--- src/rtl/rca_pipe.sv ---
// Pipelined ripple-carry adder/subtractor. Each SLICE-bit slice adds in its own stage with a
// registered carry between stages. Valid/ready flow control stalls the whole pipe at once.
module rca_pipe #(
    parameter int WIDTH = 32,
    parameter int SLICE = 4
) (
    input  logic             clk,
    input  logic             reset,
    input  logic             i_valid,
    output logic             i_ready,
    input  logic [WIDTH-1:0] a,
    input  logic [WIDTH-1:0] b,
    input  logic             ci,
    input  logic             sub,
    output logic             o_valid,
    input  logic             o_ready,
    output logic [WIDTH-1:0] s,
    output logic             co,
    output logic             ov
);
    localparam int NSTAGE = WIDTH / SLICE;

    if (SLICE < 1 || SLICE > WIDTH || (WIDTH % SLICE) != 0) begin : g_param_check
        $error("rca_pipe: WIDTH (%0d) must be a positive multiple of SLICE (%0d)", WIDTH, SLICE);
    end

    logic              advance;
    logic [WIDTH-1:0]  b_eff;
    logic              c0;
    logic [NSTAGE-1:0] v_q;

    assign advance = ~o_valid | o_ready;
    assign i_ready = advance;
    assign b_eff   = sub ? ~b : b;
    assign c0      = sub | ci;

    always_ff @(posedge clk) begin
        if (reset) begin
            v_q <= '0;
        end else if (advance) begin
            v_q[0] <= i_valid;
            for (int unsigned i = 1; i < NSTAGE; i++) begin
                v_q[i] <= v_q[i-1];
            end
        end
    end

    assign o_valid = v_q[NSTAGE-1];

    for (genvar j = 0; j < NSTAGE; j++) begin : g_slice
        localparam int LO = j * SLICE;

        logic [SLICE-1:0] op_a;
        logic [SLICE-1:0] op_b;
        logic             cin;
        logic [SLICE:0]   sum;
        logic             c_q;
        logic [SLICE-1:0] s_d [NSTAGE-j];

        if (j == 0) begin : g_head
            assign op_a = a[LO +: SLICE];
            assign op_b = b_eff[LO +: SLICE];
            assign cin  = c0;
        end else begin : g_skew
            // Operand slice j waits j cycles so it meets the carry leaving slice j-1.
            logic [SLICE-1:0] a_d [j];
            logic [SLICE-1:0] b_d [j];

            always_ff @(posedge clk) begin
                if (reset) begin
                    for (int unsigned i = 0; i < j; i++) begin
                        a_d[i] <= '0;
                        b_d[i] <= '0;
                    end
                end else if (advance) begin
                    a_d[0] <= a[LO +: SLICE];
                    b_d[0] <= b_eff[LO +: SLICE];
                    for (int unsigned i = 1; i < j; i++) begin
                        a_d[i] <= a_d[i-1];
                        b_d[i] <= b_d[i-1];
                    end
                end
            end

            assign op_a = a_d[j-1];
            assign op_b = b_d[j-1];
            assign cin  = g_slice[j-1].c_q;
        end

        assign sum = {1'b0, op_a} + {1'b0, op_b} + {{SLICE{1'b0}}, cin};

        // Finished sum slices are delayed so every slice reaches s on the same cycle.
        always_ff @(posedge clk) begin
            if (reset) begin
                c_q <= 1'b0;
                for (int unsigned i = 0; i < NSTAGE - j; i++) begin
                    s_d[i] <= '0;
                end
            end else if (advance) begin
                c_q    <= sum[SLICE];
                s_d[0] <= sum[SLICE-1:0];
                for (int unsigned i = 1; i < NSTAGE - j; i++) begin
                    s_d[i] <= s_d[i-1];
                end
            end
        end

        assign s[LO +: SLICE] = s_d[NSTAGE-1-j];

        if (j == NSTAGE - 1) begin : g_msb
            logic ov_q;

            // a ^ b' ^ sum at the MSB recovers the carry into it.
            always_ff @(posedge clk) begin
                if (reset) begin
                    ov_q <= 1'b0;
                end else if (advance) begin
                    ov_q <= op_a[SLICE-1] ^ op_b[SLICE-1] ^ sum[SLICE-1] ^ sum[SLICE];
                end
            end
        end
    end

    assign co = g_slice[NSTAGE-1].c_q;
    assign ov = g_slice[NSTAGE-1].g_msb.ov_q;

endmodule

--- config.mk ---
export PLATFORM = sky130hd
export DESIGN_NAME = rca_pipe
export DESIGN_NICKNAME = d
export VERILOG_FILES = /design/src/rtl/rca_pipe.sv
export SDC_FILE = /design/constraint.sdc
export NUM_CORES = 1
export LEC_CHECK = 0
export BUFFER_PORTS_ARGS = -buffer_cell sky130_fd_sc_hd__buf_2
export CORE_MARGIN = 8
export CORE_UTILIZATION = 60
export DETAILED_ROUTE_END_ITERATION = 10
export PLACE_DENSITY = 0.77
export SLEW_MARGIN = 20
export SYNTH_ARGS = -nofsm -noshare
export SYNTH_HDL_FRONTEND = slang
export SYNTH_SLANG_ARGS = --single-unit
--- constraint.sdc ---
create_clock -name clk -period 17.2 [get_ports clk]
set_clock_uncertainty 0.15 [all_clocks]
set_input_delay 2.58 -clock clk [delete_from_list [all_inputs] [get_ports clk]]
set_output_delay 2.58 -clock clk [all_outputs]
set_load 0.01 [all_outputs]
# Word level (Yosys, flattened, before mapping)

Memories as Yosys holds them, arrays and structs flattened.
Index checks and enable logic that the tools add are counted.

Register bits after elaboration: 17
RAM bits: 368
Output and inout bits: 36
Logic and storage cells: 248
Memories: 22

Memories:

| memory                | depth | bits a word | rd ports | clocked after Yosys merged registers in | wr ports | RTL line | source |
|---|---|---|---|---|---|---|---|
| g_slice[0].s_d        | 8     | 4           | 8        | 0                                       | 8        | 58       | `logic [SLICE-1:0] s_d [NSTAGE-j];` |
| g_slice[1].s_d        | 7     | 4           | 7        | 0                                       | 7        | 58       |  |
| g_slice[7].g_skew.a_d | 7     | 4           | 7        | 0                                       | 7        | 66       | `logic [SLICE-1:0] a_d [j];` |
| g_slice[7].g_skew.b_d | 7     | 4           | 7        | 0                                       | 7        | 67       | `logic [SLICE-1:0] b_d [j];` |
| g_slice[2].s_d        | 6     | 4           | 6        | 0                                       | 6        | 58       |  |
| g_slice[6].g_skew.a_d | 6     | 4           | 6        | 0                                       | 6        | 66       |  |
| +16 memories          | n/a   | n/a         | n/a      | n/a                                     | n/a      | n/a      |  |

Add/subtract/negate cells: 16
Multiplexer cells: 101
Bitwise logic cells: 96
Reduce and logical (&&, ||, !) cells: 3

Operators by type and width:

| kind            | count |
|---|---|
| $mux 4          | 92 |
| $or 1x1->1      | 91 |
| $add 4x4->5     | 8 |
| $add 5x1->5     | 8 |
| $mux 32         | 1 |
| $not 32->32     | 1 |
| $reduce_or 4->1 | 3 |
| $mux 1          | 8 |
| $xor 1x1->1     | 3 |
| $not 1->1       | 1 |

# Logic depth before layout (Yosys ltp)

Gate-level depths: netlist of run 1.

Depth in word-level cells: 7
Depth in mapped cells: 10
Gate-level depth less buffers: 8

# Worst setup path before layout of run 1

No wires, ideal clock.

Path type: input to register
From: input reset
To: memory g_slice[0].s_d[0][0] (enable)
Data arrival time: 11886 ps
Data required time: 16250 ps
Slack: 4364 ps
Cell stages on the path: 3
Path buffers: 2
Cells stage by stage: buf_2 > buf_2 > nand2b_1

RTL lines:

| what               | RTL line | source |
|---|---|---|
| start: declaration | 8        | `input logic reset,` |
| end: declaration   | 58       |  |

# Worst setup path after layout of run 1

From: input o_ready
To: output i_ready

Word-level cells in the longest chain between the ends: 1

RTL lines:

| what               | RTL line | source |
|---|---|---|
| start: declaration | 16       | `input logic o_ready,` |
| $or 1x1->1         | 32       | `assign advance = ~o_valid \| o_ready;` |
| end: declaration   | 10       | `output logic i_ready,` |

Every way passes these cells.

==> out/results.txt, run 1 <==
The setup slack on the worst flop-to-flop path is 14.17 ns, and the final-report hold violation count is 0. The post-synthesis to final-layout area growth was 11.6%; the height of the chip was 177 um. The routed design has 22000 um of wire. The most frequent standard cell in the layout excluding fill and tap cells is sky130_fd_sc_hd__edfxtp_1.

In the global route stage, overall resource usage came out at 14.0%. The total global routing overflow is 0, and the proportion of synthesized chip area in sequential cells is 73.0%. The number of buffers created by CTS came out at 38. The number of DRC markers in iteration 0 was 535.

A synthesized cell averages 15.2 um2. The run gives 3.76 ns as the endpoint arrival time on the critical path. The share of post-route cells with drive strength above 1 is 15.2%. The placed wire-length estimate was 13100 um. Dividing the final minimum period by the clock period gives 37.7%. Across the run, the number of max-cap violations was 0.

The first global-routing pass estimated 35300 um of wire. The tools report the largest voltage drop on the vdd net as 0.0855 mV. The path class of the tightest hold or removal check is reg -> reg. The first detailed-routing pass took 5 iterations. For the count of hold-fix buffers inserted at cts, the log shows 0. The flow ran to the end, and the final reports show no timing, DRC or antenna violations.

The maximum clock insertion buffer count was 3. Startpoint of the most critical register-to-register path: v_q[7]$_SDFFE_PP0P_. Setup repair after global routing left no endpoint under its margin. The die covers 31400 um2. Timing would allow up to 154 MHz.

The run gives 1224 as the final net count. Cell at the root of the clock tree: sky130_fd_sc_hd__clkbuf_16. At the end of routability-driven placement, the weighted congestion stood at 0.726. TritonCTS built the clock tree. The worst path needs 6.49 ns of the cycle, external delays included. The number of setup buffers added after CTS was 0; the cell area power density was 108 nW/um2. The startpoint identified for the worst hold timing path is v_q[6]$_SDFFE_PP0P_. After detailed routing, the average wire length per cell comes to 14.9 um. The run gives 15600 um2 as the summed instance area of the synthesized netlist.

The kind of capture point of the worst setup path is an output port. The run gives 32.3% as the worst slew margin relative to its limit. The detail route stage leaves a number of antenna-violating nets equal to 0.

For hold timing, the worst endpoint is v_q[6]$_SDFFE_PP0P_. The synthesized design contains 385 register bits. After floorplanning, the core was divided into 59 placement rows.

The logs give 31 for the count of unique library cells instantiated by Yosys and 60.6% for the starting utilization of the core area. Pin count of the biggest net entering global routing: 230. Worst-case reg-to-reg path depth: 4. The endpoint identified for the worst register-to-register timing path is g_slice[2].s_d[2][3]$_SDFFCE_PN0P_. Input and output buffers added on the ports amount to 105.

Summing over every cut layer, the via total after detailed routing is 7366. The die extent in x came out at 177 um. For the worst setup path, the data required time is 14.47 ns. The number of nets handed over by synthesis was 1137.

After floorplanning, the core was sized to cover 25800 um2. Pin placement for this block handled 106 I/O pins. The repair_antennas step left the layout with diodes totalling 0. The worst hold path depth works out to 2. For this run, design rule violations remaining after detail routing come to 0. The Yosys step of the flow raised 0 warnings. Clock-pin slew was measured on the worst setup and hold paths at 0.06 ns.

The tools report the later-pin clock latency in the skew report as 0.52 ns. In this run the worst path has a maximum fanout of 23. The initial antenna violation count is 0. Post-CTS repair changed the size of 0 cells. In the layout the commonest cells are sky130_fd_sc_hd__edfxtp_1, sky130_fd_sc_hd__and2_1, sky130_fd_sc_hd__buf_2. The transition time at the pin with the least slew margin was 1.02 ns; the smallest hold slack was 0.303 ns. The run gives 0 ns as the final total negative setup slack. For the number of levels the H-tree was split into, the log shows 2. For the clock net sink count, the log shows 385.

The tools report the total setup violations reported at the end of the flow as 0. The synthesized instance count is 1027. After detailed routing, the number of vias per cell comes to 4.99. The tools report the static leakage as 7.31 nW. The setup path with the least slack is of type in -> out.

Max-slew violation total from the final report: 0. STA classifies the critical path startpoint as a primary input. The via count of the first global-routing pass is 7330.
## report_power, final
group | leakage [nW] | internal [mW] | switching [mW]
Clock | 0.553 | 0.440 | 0.319
Combinational | 2.16 | 0.0296 | 0.0338
Sequential | 4.59 | 1.05 | 0.00734
Total | 7.31 | 1.52 | 0.360
## worst max path at each step
stage / start / slack, ns / endpoint / cells after the start
final: o_ready / 10.71 / i_ready / 4
after CTS: o_ready / 10.67 / i_ready / 4
after global placement: o_ready / 10.71 / i_ready / 4
after floorplan: reset / 4.36 / g_slice[0].s_d[0][0]$_SDFFCE_PN0P_ / 3
after detailed placement: o_ready / 10.67 / i_ready / 4
after global routing: o_ready / 10.62 / i_ready / 4
## routing by layer
layer	up-vias	part of all wire [%]	track usage [%]
li1	3662	-	-
met1	3500	42	17.7
met2	157	51	23.6
met3	47	5.2	3.11
met4	0	2.4	5.11
met5	-	0	0
## kinds of logic (layout without fill, tap and decap cells)
kind of cell               count (synthesis)  in the layout  synth area share (%)
xor gates and xnor gates                  41             41                  2.30
buffers and inverters                     97            212                  3.20
DFF                                      385            385                  73.0
AOI/OAI and AO/OA                         37             37                  1.56
adders and majority gates                 40             40                  3.98
and+or+nand+nor                          427            427                  16.0
## flip-flops by register name (all words and copies together) (netlist names)
register            cells
g_slice.g_skew.a_d    112
v_q                     8
ov                      1
co                      1
g_slice.s_d           144
g_slice.g_skew.b_d    112
g_slice.c_q             7
## worst max-delay path: stages
cell,delay (ns)
sky130_fd_sc_hd__buf_2,0.11
sky130_fd_sc_hd__nor2b_4,0.55
sky130_fd_sc_hd__inv_2,0.29
sky130_fd_sc_hd__buf_2,0.22
## cell usage after synthesis
library cell               count  area, um2
sky130_fd_sc_hd__a211oi_1      3       22.5
sky130_fd_sc_hd__a211oi_2      1       12.5
sky130_fd_sc_hd__a21boi_0      4       30.0
sky130_fd_sc_hd__a21o_1        4       30.0
sky130_fd_sc_hd__a21oi_1      11       55.1
sky130_fd_sc_hd__a21oi_2       1       8.76
sky130_fd_sc_hd__a221oi_1      4       35.0
sky130_fd_sc_hd__and2_1      294       1840
sky130_fd_sc_hd__buf_2        39        195
sky130_fd_sc_hd__buf_4        21        158
sky130_fd_sc_hd__buf_6         1       11.3
sky130_fd_sc_hd__clkbuf_1      4       15.0
sky130_fd_sc_hd__dfxtp_1      17        340
sky130_fd_sc_hd__edfxtp_1    368      11100
sky130_fd_sc_hd__fa_1         16        320
sky130_fd_sc_hd__ha_1         24        300
sky130_fd_sc_hd__inv_1        31        116
sky130_fd_sc_hd__inv_2         1       3.75
sky130_fd_sc_hd__nand2_1      19       71.3
sky130_fd_sc_hd__nand2b_1      3       18.8
sky130_fd_sc_hd__nor2_1       61        229
sky130_fd_sc_hd__nor2_4        1       11.3
sky130_fd_sc_hd__nor2b_1      32        200
sky130_fd_sc_hd__nor2b_4       1       13.8
sky130_fd_sc_hd__nor3_1        8       40.0
sky130_fd_sc_hd__nor3_2        4       40.0
sky130_fd_sc_hd__nor3b_1       4       30.0
sky130_fd_sc_hd__o21ai_0       8       40.0
sky130_fd_sc_hd__o21ai_2       1       8.76
sky130_fd_sc_hd__xnor2_1      34        298
sky130_fd_sc_hd__xor2_1        7       61.3
## through the flow
step | cells | instance area [um2] | power, mW | util (%) | setup slack, ns
after floorplan | 1027 | 15600 | 1.12 | - | 4.36
after global placement | 1408 | 16200 | 1.14 | 63.0 | 10.71
after detailed placement | 1408 | 16200 | 1.14 | 63.0 | 10.67
after CTS | 1476 | 17400 | 1.90 | 67.5 | 10.67
after global routing | 1477 | 17400 | 1.94 | 67.6 | 10.62
final | 1477 | 17400 | 1.88 | 67.6 | 10.71
## layout make-up
cell class / instances / area (um2)
multi-input combinational: 545 / 3730
timing repair buffer: 112 / 611
tap: 335 / 419
clock inverter: 11 / 60.1
fill: 1690 / 8340
inverter: 32 / 120
clock buffer: 57 / 1090
sequential: 385 / 11400
Power figures use the tool's default switching activity.
==> inputs of run 2 (changes only) <==
==> constraint.sdc (replaced) <==
create_clock -name clk -period 6.66 [get_ports clk]
set_clock_uncertainty 0.15 [all_clocks]
set_input_delay 0.999 -clock clk [delete_from_list [all_inputs] [get_ports clk]]
set_output_delay 0.999 -clock clk [all_outputs]
set_load 0.01 [all_outputs]
==> run 2 against run 1 <==
Against the previous run: combinational power grew to 2.6 times the previous value; first-iteration DRC count shrank 8.2%; worst hold slack about the same; worst setup slack lost 7.4 ns; critical path depth is the same; utilization is 1.0 points higher; clock power rose to 3.0 times the previous value; flip-flop and latch count stayed put; sequential share of layout area is 0.96 points lower; largest power group unchanged.
==> out/results.txt, run 2 (synthesis gave the netlist of run 1 again) <==
The worst slew margin relative to its limit is 35.6% (was 32.3%), and the post-route core utilization is 68.6% (was 67.6%). Cell area power density: 293 nW/um2 (was 108 nW/um2). Site row count: 59 (unchanged). TritonCTS built the clock tree. In the finished design, the share of the clock period the worst path needs comes to 50.9%. The number of buffers created by CTS is 38 (unchanged), and the number of DRC markers in iteration 0 is 491 (was 535). The run gives 31400 um2 (unchanged) as the die footprint.

For the total global routing overflow, the log shows 0 (unchanged). The total of buffers placed on input and output ports works out to 105 (unchanged). Setup repair after global routing left no endpoint under its margin. The final net count is 1226 (was 1224). The sum of internal, switching and leakage power was 5.17 mW (was 1.88 mW); the clock period minus worst slack was 3.39 ns. The tools report the first-pass GRT wire length as 36300 um (was 35300 um). For the pin count of the biggest net entering global routing, the log shows 150 (was 230). Number of levels the H-tree was split into: 2 (unchanged).

For the initial antenna violation count, the log shows 0 (unchanged). The routed wire length per instance works out to 15.0 um (was 14.9 um). The run gives 0.51 ns (was 0.52 ns) as the later-pin clock latency in the skew report. The maximum clock insertion buffer count is 3 (unchanged). For the number of setup buffers added after CTS, the log shows 0 (unchanged). The number of flip-flops under the largest register name is 144 (unchanged), and the share of post-route cells with drive strength above 1 is 16.5% (was 15.2%).

The run gives 1615 (was 1690) as the filler cell count in the final layout. The post-synthesis to final-layout area growth is 13.3% (was 11.6%). The clock slew at the register clock pins of the worst setup and hold paths is 0.06 ns (about the same). The tools report the max-slew violation total from the final report as 0 (unchanged). Most frequent standard cell in the layout excluding fill and tap cells: sky130_fd_sc_hd__edfxtp_1 (unchanged). The static leakage was 7.45 nW (was 7.31 nW). The final total negative setup slack is 0 ns (unchanged), and the number of maximum-capacitance violations is 0 (unchanged).

The highest net fanout along the worst path works out to 23 (unchanged). For the minimum setup slack in the final design, the log shows 3.27 ns (was 10.71 ns). The detailed-route via count is 7343 (was 7366), and the largest voltage drop on the vdd net is 0.209 mV (was 0.0855 mV).

The total setup violations reported at the end of the flow is 0 (unchanged). The number of gates resized after CTS was 0 (unchanged); the number of diodes added for antenna fixing was 0 (unchanged). Element type at the critical path start: a primary input (unchanged).

The last weighted congestion value of the routability-driven placer was 0.706 (was 0.726); the endpoint required time on the critical path was 5.51 ns (was 14.47 ns). The most flop-heavy register is g_slice.s_d (unchanged). The kind of capture point of the worst setup path was an output port (unchanged). Commonest cells after routing, fill and taps aside: sky130_fd_sc_hd__edfxtp_1, sky130_fd_sc_hd__and2_1, sky130_fd_sc_hd__buf_2 (unchanged).

The tools report the worst setup slack before clock tree synthesis as 2.95 ns (was 10.67 ns). The via count of the first global-routing pass came out at 7531 (was 7330). The number of primary I/O pins is 106 (unchanged), and the DRC violations left is 0 (unchanged).

The transition time at the pin with the least slew margin is 0.965 ns (was 1.02 ns). For the highest attainable clock frequency, the log shows 295 MHz. Largest registers: g_slice.s_d (144), g_slice.g_skew.a_d (112), g_slice.g_skew.b_d (112) (unchanged). The flow ran to the end, and the final reports show no timing, DRC or antenna violations. For the starting utilization of the core area, the log shows 60.6% (unchanged). The combined global-route utilization of all metal layers was 14.4% (was 14.0%); the die extent in x was 177 um (unchanged). For the placed wire-length estimate, the log shows 12800 um (was 13100 um). The cell at the root of the clock tree was sky130_fd_sc_hd__clkbuf_16 (unchanged). The kind of path behind the tightest hold check is reg -> reg (unchanged).

For the wire length reported by the detailed router, the log shows 22300 um (was 22000 um). The worst setup path category was in -> out (unchanged). For the endpoint arrival time on the critical path, the log shows 2.24 ns (was 3.76 ns). The logs give 0 (unchanged) for the count of hold-fix buffers inserted at cts and 385 (unchanged) for the clock net sink count. Total iterations of the first detailed-routing run: 4 (was 5).

The post-detailed-route via-to-cell ratio is 4.96 (was 4.99), and the count of nets left with antenna violations after detail routing is 0 (unchanged). The height of the chip was 177 um (unchanged). The logs give 0 (unchanged) for the final-report hold violation count and 25800 um2 (unchanged) for the area inside the core boundary.
-- run 2: final timing paths --
path                            start                                         to  slack [ns]  cells after the start
hold reg to reg   v_q[0]$_SDFFE_PP0P_                        v_q[0]$_SDFFE_PP0P_        0.30                      2
hold / removal    v_q[0]$_SDFFE_PP0P_                        v_q[0]$_SDFFE_PP0P_        0.30                      2
setup reg to reg  v_q[7]$_SDFFE_PP0P_  g_slice[1].g_skew.b_d[0][2]$_SDFFCE_PN0P_        4.04                      5
setup / recovery              o_ready                                    i_ready        3.27                      4
-- run 2: worst max-delay path, cell delays in order --
cell                      delay, ns
sky130_fd_sc_hd__buf_2         0.11
sky130_fd_sc_hd__nor2b_4       0.55
sky130_fd_sc_hd__inv_2         0.33
sky130_fd_sc_hd__buf_2         0.24
-- run 2: cell type report --
class / instances / area (um2) / share of cell area, %
clock inverter: 23 / 320 / 1.81
sequential: 385 / 11400 / 64.4
timing repair buffer: 114 / 662 / 3.74
multi-input combinational: 545 / 3730 / 21.1
inverter: 32 / 120 / 0.679
tap: 335 / 419 / 2.37
clock buffer: 46 / 1040 / 5.89
-- run 2: layer usage --
layer  track usage [%]  wire length [um]  vias up
li1                  -                 -     3670
met1              17.9              9490     3499
met2              24.8             11300      136
met3              3.09              1050       38
met4              4.76               452        0
met5                 0                 0        -
-- run 2: stage by stage --
stage / cell area, um2 / hold WS (ns) / instances
2_1_floorplan: 15600 / 0.282 / 1027
3_3_place_gp: 16300 / 0.290 / 1409
3_5_place_dp: 16300 / 0.297 / 1409
4_1_cts: 17600 / 0.307 / 1478
5_1_grt: 17700 / 0.320 / 1480
6_report: 17700 / 0.303 / 1480
-- run 2: power breakdown --
| group | switching (mW) | total (mW) | internal [mW] | leakage, nW |
|---|---|---|---|---|
| logic | 0.0893 | 0.168 | 0.0788 | 2.19 |
| clock network | 0.848 | 2.27 | 1.43 | 0.671 |
| registers | 0.0195 | 2.73 | 2.71 | 4.59 |
| total | 0.957 | 5.17 | 4.22 | 7.45 |
